**src/rtl/scan_hex_led_disp_n.sv**
```systemverilog
// Scanned N-digit hex 7-segment display driver.
// Shows a frame-consistent snapshot of the inputs, with per-digit blanking,
// leading-zero suppression, PWM brightness and a frame-start strobe.
// en_o and sseg_o are both active-low.
`timescale 1ns/1ps
module scan_hex_led_disp_n #(
  parameter int N_DIGITS    = 8,
  parameter int DIGIT_TICKS = 50000,
  parameter int BRIGHT_W    = 4
) (
  input  logic                  clk,
  input  logic                  reset,
  input  logic [4*N_DIGITS-1:0] hex_i,
  input  logic [N_DIGITS-1:0]   dp_i,
  input  logic [N_DIGITS-1:0]   blank_i,
  input  logic                  lz_en_i,
  input  logic [BRIGHT_W-1:0]   bright_i,
  output logic [N_DIGITS-1:0]   en_o,
  output logic [7:0]            sseg_o,
  output logic                  frame_tick_o
);

  localparam int TICK_W = (DIGIT_TICKS > 1) ? $clog2(DIGIT_TICKS) : 1;
  localparam int IDX_W  = $clog2(N_DIGITS);
  localparam logic [TICK_W-1:0] TICK_LAST = TICK_W'(DIGIT_TICKS - 1);
  localparam logic [IDX_W-1:0]  IDX_LAST  = IDX_W'(N_DIGITS - 1);

  // Active-high segment pattern {g,f,e,d,c,b,a} for one hex nibble.
  function automatic logic [6:0] hex_to_seg(input logic [3:0] h);
    case (h)
      4'h0: hex_to_seg = 7'h3F;
      4'h1: hex_to_seg = 7'h06;
      4'h2: hex_to_seg = 7'h5B;
      4'h3: hex_to_seg = 7'h4F;
      4'h4: hex_to_seg = 7'h66;
      4'h5: hex_to_seg = 7'h6D;
      4'h6: hex_to_seg = 7'h7D;
      4'h7: hex_to_seg = 7'h07;
      4'h8: hex_to_seg = 7'h7F;
      4'h9: hex_to_seg = 7'h6F;
      4'hA: hex_to_seg = 7'h77;
      4'hB: hex_to_seg = 7'h7C;
      4'hC: hex_to_seg = 7'h39;
      4'hD: hex_to_seg = 7'h5E;
      4'hE: hex_to_seg = 7'h79;
      default: hex_to_seg = 7'h71;
    endcase
  endfunction

  // Scan position and PWM phase
  logic [TICK_W-1:0]     tick_q, tick_d;
  logic [IDX_W-1:0]      idx_q, idx_d;
  logic [BRIGHT_W-1:0]   pwm_q, pwm_d;
  // Frame snapshot of the inputs
  logic [4*N_DIGITS-1:0] hex_s_q, hex_s_d;
  logic [N_DIGITS-1:0]   dp_s_q, dp_s_d;
  logic [N_DIGITS-1:0]   blank_s_q, blank_s_d;
  logic                  lz_en_s_q, lz_en_s_d;
  logic [BRIGHT_W-1:0]   bright_s_q, bright_s_d;
  // Registered pin drivers
  logic [N_DIGITS-1:0]   en_q, en_d;
  logic [7:0]            sseg_q, sseg_d;
  logic                  frame_tick_q, frame_tick_d;

  logic                  tick_wrap, snap, lz_run, cur_dp, cur_dark, lit;
  logic [3:0]            cur_hex;
  logic [N_DIGITS-1:0]   lz_sup;

  // Next-state: scan counters, snapshot capture and the decoded digit drive.
  // The first slot of a frame decodes straight from the inputs being
  // captured, so the whole frame (including its first cycle) shows one
  // consistent snapshot.
  always_comb begin
    // NOTE: every output of this block gets a default first so no path leaves it unassigned (no latch).
    tick_wrap = (tick_q == TICK_LAST);
    snap      = (tick_q == '0) && (idx_q == '0);

    tick_d = tick_wrap ? '0 : tick_q + TICK_W'(1);
    idx_d  = idx_q;
    if (tick_wrap) idx_d = (idx_q == IDX_LAST) ? '0 : idx_q + IDX_W'(1);
    pwm_d  = tick_wrap ? '0 : pwm_q + BRIGHT_W'(1);

    hex_s_d      = snap ? hex_i    : hex_s_q;
    dp_s_d       = snap ? dp_i     : dp_s_q;
    blank_s_d    = snap ? blank_i  : blank_s_q;
    lz_en_s_d    = snap ? lz_en_i  : lz_en_s_q;
    bright_s_d   = snap ? bright_i : bright_s_q;
    frame_tick_d = snap;

    // Suppression runs down from the top digit and stops at the first
    // non-zero digit or lit decimal point; digit 0 is never suppressed.
    lz_sup = '0;
    lz_run = lz_en_s_d;
    for (int i = N_DIGITS - 1; i >= 1; i--) begin
      lz_run    = lz_run && (hex_s_d[4*i +: 4] == 4'h0) && !dp_s_d[i];
      lz_sup[i] = lz_run;
    end

    cur_hex  = 4'h0;
    cur_dp   = 1'b0;
    cur_dark = 1'b1;
    for (int i = 0; i < N_DIGITS; i++) begin
      if (idx_q == IDX_W'(i)) begin
        cur_hex  = hex_s_d[4*i +: 4];
        cur_dp   = dp_s_d[i];
        cur_dark = blank_s_d[i] || lz_sup[i];
      end
    end
    lit = !cur_dark && (pwm_q <= bright_s_d);

    en_d   = '1;
    sseg_d = 8'hFF;
    if (lit) begin
      for (int i = 0; i < N_DIGITS; i++) begin
        if (idx_q == IDX_W'(i)) en_d[i] = 1'b0;
      end
      sseg_d = {~cur_dp, ~hex_to_seg(cur_hex)};
    end
  end

  // State and output registers; synchronous reset blanks the display.
  always_ff @(posedge clk) begin
    if (reset) begin
      tick_q       <= '0;
      idx_q        <= '0;
      pwm_q        <= '0;
      hex_s_q      <= '0;
      dp_s_q       <= '0;
      blank_s_q    <= '0;
      lz_en_s_q    <= 1'b0;
      bright_s_q   <= '0;
      en_q         <= '1;
      sseg_q       <= 8'hFF;
      frame_tick_q <= 1'b0;
    end else begin
      // NOTE: non-blocking assignments so every register samples pre-edge values.
      tick_q       <= tick_d;
      idx_q        <= idx_d;
      pwm_q        <= pwm_d;
      hex_s_q      <= hex_s_d;
      dp_s_q       <= dp_s_d;
      blank_s_q    <= blank_s_d;
      lz_en_s_q    <= lz_en_s_d;
      bright_s_q   <= bright_s_d;
      en_q         <= en_d;
      sseg_q       <= sseg_d;
      frame_tick_q <= frame_tick_d;
    end
  end

  assign en_o         = en_q;
  assign sseg_o       = sseg_q;
  assign frame_tick_o = frame_tick_q;

endmodule

```
**config.mk**
```make
export PLATFORM = sky130hd
export DESIGN_NAME = scan_hex_led_disp_n
export DESIGN_NICKNAME = d
export VERILOG_FILES = /design/src/rtl/scan_hex_led_disp_n.sv
export SDC_FILE = /design/constraint.sdc
export NUM_CORES = 1
export LEC_CHECK = 0
export CAP_MARGIN = 20
export CORE_UTILIZATION = 37
export DETAILED_ROUTE_END_ITERATION = 8
export GPL_TIMING_DRIVEN = 0
export PLACE_DENSITY_LB_ADDON = 0.12
export SLEW_MARGIN = 20
export SYNTH_ARGS = -nofsm -noshare
export SYNTH_HDL_FRONTEND = slang
export SYNTH_SLANG_ARGS = --single-unit
```
**constraint.sdc**
```tcl
create_clock -name clk -period 5.5 [get_ports clk]
set_input_delay 1.375 -clock clk [delete_from_list [all_inputs] [get_ports clk]]
set_output_delay 1.375 -clock clk [all_outputs]
set_load 0.1 [all_outputs]
```
* After elaboration in Yosys (flattened, before gate mapping)
Memory sizes are Yosys's and may differ from the RTL's.
Cells that the tools add are included.
** Operators by class
- Add/sub/neg operators :: 3
- Multipliers :: 0
- Div/mod/pow operators :: 0
- Order comparisons :: 1
- Eq/ne operators :: 8
- Shift-type cells :: 0
- Mux-type cells :: 39
- Bitwise logic cells :: 3
- Reductions and logical operators :: 42
** Operators by type and width (number)
- 4-bit two-way mux :: 9
- 32-bit two-way mux :: 1
- 4-bit zero test :: 7
- 1-bit two-way mux :: 25
- 16-bit by 1-bit adder with 16-bit output, second input constant :: 1
- 16-bit == test, second input constant :: 1
- 1-bit logical AND :: 16
- 16-bit zero test :: 1
- 8-bit two-way mux :: 2
- 3-bit == test, second input constant :: 4
- 1-bit zero test :: 8
- 1-bit logical OR :: 7
- 7-bit two-way mux :: 1
- 7-bit inverter :: 1
- 3-bit by 2-bit == test with 1-bit output, second input constant :: 2
- 4-bit by 1-bit adder with 4-bit output, second input constant :: 1
- 4-bit <= comparator :: 1
- 2-bit OR reduction :: 2
- 3-bit by 1-bit adder with 3-bit output, second input constant :: 1
- 3-bit by 1-bit == test with 1-bit output, second input constant :: 1
- 3-bit zero test :: 1
- 3-bit two-way mux :: 1
- 1-bit inverter :: 2
** Word-level totals
- Bits in registers :: 93
- Bits in latches :: 0
- Bits in writable memories :: 0
- Memory bits (read-only) :: 112
- Input bits :: 55
- Output and inout bits :: 17
- Word-level logic and storage cells :: 108
- Memories :: 1
** Memory list
- (no name shown) :: words 16, width 7, read ports 1, clocked after memory_dff 0, write ports 0, line 30 : case (h)

* Longest topological paths before layout
- Depth after elaboration :: 30
- Gate-level depth with buffers :: 24
- Gate-level depth less buffers :: 17

* Worst setup path before layout
OpenSTA, ideal clock, no wires.
- Path type :: register to register
- From :: register idx_q[0]
- To :: register sseg_q[1], in the netlist sseg_o[1]
- Setup time :: 0.134 ns
- Arrival time :: 4.172 ns
- Required time :: 5.366 ns
- Slack :: 1.194 ns
- Cell stages (with the launch flop) :: 24
- Buffers on the path :: 7
- Period minus slack after synthesis :: 4.306 ns
- Path through :: dfxtp_1 > inv_1 > ha_1 > nor2b_1 > and4_1 > buf_6 > nand2_4 > buf_6 > buf_6 > buf_6 > buf_2 > buf_1 > mux2i_1 > ha_1 > nor2b_1 > o21a_1 > o21ai_0 > nand2b_1 > a21oi_1 > nor3b_1 > o31ai_1 > o221ai_2 > buf_2 > o211ai_1
** Between the ends
- Cells in the longest elaborated chain, start to end :: 30
- Elaborated cells between the ends (all ways) :: 73
- Classes of those cells :: order compare (1); eq/ne (7); mux (22); bitwise (2); reduce/logical (40); memory (1)
** Ends and longest elaborated chain
- start, declared :: line 52 : logic [IDX_W-1:0] idx_q, idx_d;
- start signal, assigned :: line 138 : idx_q <= idx_d;
- 3-bit zero test :: line 76, 103
- 1-bit logical AND :: line 76 : snap = (tick_q == '0) && (idx_q == '0);
- 32-bit two-way mux :: line 83 : hex_s_d = snap ? hex_i : hex_s_q;
- 4-bit zero test :: line 95 : lz_run = lz_run && (hex_s_d[4*i +: 4] == 4'h0) && !dp_s_d[i];
- 1-bit logical AND (14 in series) :: line 95
- 1-bit logical OR :: line 106 : cur_dark = blank_s_d[i] || lz_sup[i];
- 1-bit two-way mux (7 in series) :: line 103 : if (idx_q == IDX_W'(i)) begin
- 1-bit zero test :: line 109 : lit = !cur_dark && (pwm_q <= bright_s_d);
- 1-bit logical AND :: line 109
- 1-bit inverter (no line)
- 2-bit OR reduction (no line)
- end signal, assigned :: line 146 : sseg_q <= sseg_d;
- end, declared :: line 62 : logic [7:0] sseg_q, sseg_d;
Several ways; a longest one is shown, not always the timed one. The select of a mux whose other input is x is not followed.
A chain may end at the register's enable or synchronous reset.

* Final worst setup path
- From :: register idx_q[0]
- To :: register sseg_q[1], in the netlist sseg_o[1]
** Between the ends
- Elaborated cells between the ends (all ways) :: 73
- Classes of those cells :: order compare (1); eq/ne (7); mux (22); bitwise (2); reduce/logical (40); memory (1)
** RTL lines
- 3-bit zero test :: line 76
- 1-bit logical AND :: line 76
- 4-bit two-way mux :: line 87 : bright_s_d = snap ? bright_i : bright_s_q;
- net bright_s_d[0] :: line 59 : logic [BRIGHT_W-1:0] bright_s_q, bright_s_d;
- 4-bit <= comparator :: line 109
- 1-bit logical AND :: line 109
- 1-bit inverter (no line)
- 2-bit OR reduction (no line)
The timed path passes the listed nets, and every way through them passes these cells. The select of a mux whose other input is x is not followed.

==> PnR_summary.wiki <==
{| class="wikitable"
! Metric !! Value
|-
| Outcome || complete, no violations
|-
| Post CTS Setup Buffer Count || 0
|-
| Final count of hold timing violations || 0
|-
| Sequential cell area fraction in the yosys report || 40.73%
|-
| Yosys warning count || 0
|-
| Critical Path Fanout Max || 10
|-
| Fmax || approximately 0.20 GHz
|-
| Setup slack of the worst register-to-register path || 530 ps
|-
| LEAKAGE || ~2.3 nW
|-
| Port Buffers || 70
|-
| Final setup violation count || 0
|-
| Startpoint types || flop
|-
| 1st-iter DRT viols || 275
|-
| Global-route met2 utilization || a little under two fifths
|-
| Unrepaired setup endpoints after global routing || no
|-
| Overall via count from detail_route || 4225
|-
| Later-pin clock latency in the skew report || between 300 and 400 ps
|-
| Cell count after synthesis || around 540
|-
| Internal power consumption || 1.369 mW
|-
| Row cnt || 40
|-
| CP Class || flop to flop
|-
| Cell total after placement || 760
|-
| Via count of the first global-routing pass || about 4000
|-
| Average cell area after synthesis || 8.417 µm²
|-
| Number of distinct library cells after synthesis || slightly above 60
|-
| Num ports || 72
|-
| Overflow left after global routing || 0
|-
| CTS Sinks || just over 90
|-
| Layer with the highest usage after global routing || met2
|-
| Number of slew-limit violations in the final report || 0
|-
| Required time at the endpoint of the critical path || 5710 ps
|-
| Number of max-cap violations || 0
|-
| Wire length of the first global-routing pass || between 20000 and 25000 µm
|-
| Fraction of power consumed by combinational cells || about 24%
|-
| GPL Wtd Cong || ~0.9
|-
| Measured slew at the worst slew-check pin || between 900 and 1000 ps
|-
| Sequential power share || between 30% and 40%
|-
| Power density normalized to cell area || between 300 and 400 mW/mm²
|-
| Register bit total from synthesis || slightly above 90
|-
| Starting density of the core || around two fifths
|-
| DR WL/cell || 17.96 µm
|-
| Clock Root Buffer || clkbuf_16
|-
| Share of cells above drive strength 1 || under 10%
|-
| Diodes inserted || 0
|-
| Clock tree from TritonCTS || done
|-
| Nets@finish || 696
|-
| Core area || 0.01201 mm²
|-
| Count of antenna-violating nets left after detailed routing || 0
|-
| Synth Cell Area || between 0.004 and 0.005 mm²
|-
| Met3 track demand over resource || 5.785%
|-
| Total CTS buffers || 9
|-
| WHS || between 400 and 500 ps
|-
| H-tree Lvls || 3
|-
| Post-synth top flop || dfxtp_1
|-
| Total GRT Usage || around 22%
|-
| Post-DR vias/cell || around 5.5
|-
| Number of buffers on the longest clock path || 2
|-
| Non-filler instance count after layout || 774
|-
| Max IR drop VDD || roughly 210 µV
|-
| Horizontal extent of the die || approximately 110 µm
|-
| Post-CTS clock slew at the launch and capture registers of the worst setup and hold paths || about 70 ps
|-
| Clock skew || 8.029 ps
|-
| Length of the first detailed-routing pass in iterations || 5
|-
| Most used cells in the layout excluding fill and tap cells || dfxtp_1, nand2_1, nor2_1
|-
| Headroom to the max-slew limit || about a third
|-
| Utilization after layout || roughly 48%
|-
| Layout area overhead || 27.05%
|-
| Switch share || 30.13%
|-
| Leading cell type in the layout, fill and taps excluded || dfxtp_1
|-
| Pin count of the biggest net entering global routing || 20
|-
| Final HPWL from detailed placement || 10410 µm
|-
| Vertical die dimension || between 100 and 150 µm
|-
| Met1 usage || 28.01%
|-
| Number of nets in the synthesized netlist || about 620
|-
| Type of element capturing the critical path || flop
|-
| Data arrival time of the critical path || 5180 ps
|-
| Drt total wl || 13900 µm
|-
| Number of enable-type register cells in the synthesized netlist || 0
|-
| Power share of the clock group || between 30% and 40%
|-
| Power spent charging and discharging nets || about 0.59 mW
|-
| Number of fill cells in the layout || about 1200
|-
| Number of antenna violations at the first check in global routing || 0
|-
| Final critical delay including setup and external delays || ~5000 ps
|-
| Path category of the worst min-delay check || flop to flop
|-
| Full die area || roughly 0.013 mm²
|-
| Drt drc || 0
|-
| Post-synthesis async set-or-reset flop share || 0%
|-
| Portion of the clock cycle consumed by the worst path in the final layout || between 90% and 100%
|}
-- worst max-delay path, stage by stage (launching register included) --
cell and delay [ps]:
dfxtp_1 340, inv_1 100, ha_1 270, nor2b_1 350, nand4_1 420, nor2_1 280, clkbuf_1 450, clkbuf_2 400
nand2_1 120, nand2_1 80, ha_1 130, nor2b_1 40, o21a_1 160, o21ai_0 130, nand2b_1 70, a21oi_1 270
nor3b_1 260, o31ai_1 120, o221ai_2 360, buf_2 310, o211ai_1 120
-- flip-flops by register name (all words and copies together) (netlist names) --
signal,flops
hex_s_q,32
tick_q,16
blank_s_q,8
dp_s_q,8
en_o,8
sseg_o,8
bright_s_q,4
pwm_q,4
idx_q,3
frame_tick_o,1
lz_en_s_q,1
-- kinds of logic (layout without fill, tap and decap cells) --
| kind of cell | count (synthesis) | in the layout | share of synthesized area, % |
|---|---|---|---|
| AO/OA/AOI/OAI | 97 | 97 | 14.02 |
| multiplexers | 31 | 31 | 7.336 |
| XOR/XNOR | 15 | 15 | 2.874 |
| flip-flops | 93 | 93 | 40.73 |
| AND/OR/NAND/NOR | 247 | 247 | 25.51 |
| adder cells (fa/ha/maj) | 19 | 19 | 5.201 |
| buffers and inverters | 41 | 125 | 4.325 |
-- repair_timing --
item / in CTS / in global routing
hold buffers: 0 / 0
gates resized for setup: 0 / 2
endpoints found under the setup margin: 10 / 10
endpoints found under the hold margin: 0 / 0
pin swaps: 0 / 0
-- metrics by stage --
stage               total power, mW  worst slack, ps  setup TNS [ps]  area [µm²]
floorplan                     1.082             1194               0        4571
global placement              1.229           -28.82          -62.55        5455
detailed placement            1.234           -66.69          -292.4        5455
CTS                           1.973            317.2               0        5811
global route                  2.040            123.3               0        5807
finish                        1.960            532.6               0        5807
-- cell type report --
| class | count | area (µm²) | share of cell area [%] |
|---|---|---|---|
| multi-input combinational | 409 | 2511 | 43.25 |
| sequential | 93 | 1862 | 32.06 |
| timing repair buffer | 70 | 700.7 | 12.07 |
| clock buffer | 11 | 252.7 | 4.353 |
| tap | 147 | 183.9 | 3.167 |
| buffer | 24 | 133.9 | 2.306 |
| clock inverter | 5 | 106.4 | 1.832 |
| inverter | 15 | 56.30 | 0.9696 |
-- layer usage --
layer	vias to the layer above	part of all wire, %
li1	2069	-
met1	1981	45
met2	143	47
met3	32	5.6
met4	0	2.6
met5	-	0
-- power groups by stage --
stage / Clock, mW / Combinational (mW) / Sequential [mW]
finish: 0.736 / 0.472 / 0.752
global route: 0.782 / 0.502 / 0.756
CTS: 0.751 / 0.470 / 0.751
detailed placement: 0 / 0.468 / 0.766
global placement: 0 / 0.464 / 0.765
floorplan: 0 / 0.223 / 0.859
-- synth_stat cells (3+ instances only) --
master | number | area, µm²
a2111oi_0 | 3 | 26.28
a211oi_1 | 3 | 22.52
a21oi_1 | 37 | 185.2
a31oi_1 | 6 | 37.54
and3_1 | 5 | 31.28
buf_1 | 3 | 11.26
buf_6 | 5 | 56.30
clkbuf_1 | 15 | 56.30
dfxtp_1 | 93 | 1862
ha_1 | 19 | 237.7
inv_1 | 15 | 56.30
mux2_2 | 5 | 56.30
mux2i_1 | 23 | 230.2
nand2_1 | 77 | 289.0
nand2b_1 | 7 | 43.79
nand3_1 | 15 | 75.07
nand4_1 | 6 | 37.54
nor2_1 | 73 | 274.0
nor2b_1 | 14 | 87.58
nor3_1 | 19 | 95.09
nor4_1 | 7 | 43.79
o211ai_1 | 7 | 52.55
o21ai_0 | 10 | 50.05
o221ai_1 | 3 | 26.28
o22ai_1 | 3 | 18.77
or3_1 | 4 | 25.02
or4_1 | 9 | 67.56
xnor2_1 | 7 | 61.31
xor2_1 | 8 | 70.07
-- final timing paths --
kind                                             from              endpoint  cells after the start
worst max-delay path            idx_q[0]$_SDFFE_PP0P_  sseg_o[1]$_SDFF_PP1_                     20
worst min-delay path             lz_en_s_q$_SDFF_PP0_  lz_en_s_q$_SDFF_PP0_                      2
worst max register to register  idx_q[0]$_SDFFE_PP0P_  sseg_o[1]$_SDFF_PP1_                     20
worst min register to register   lz_en_s_q$_SDFF_PP0_  lz_en_s_q$_SDFF_PP0_                      2
Power figures use the tool's default switching activity.
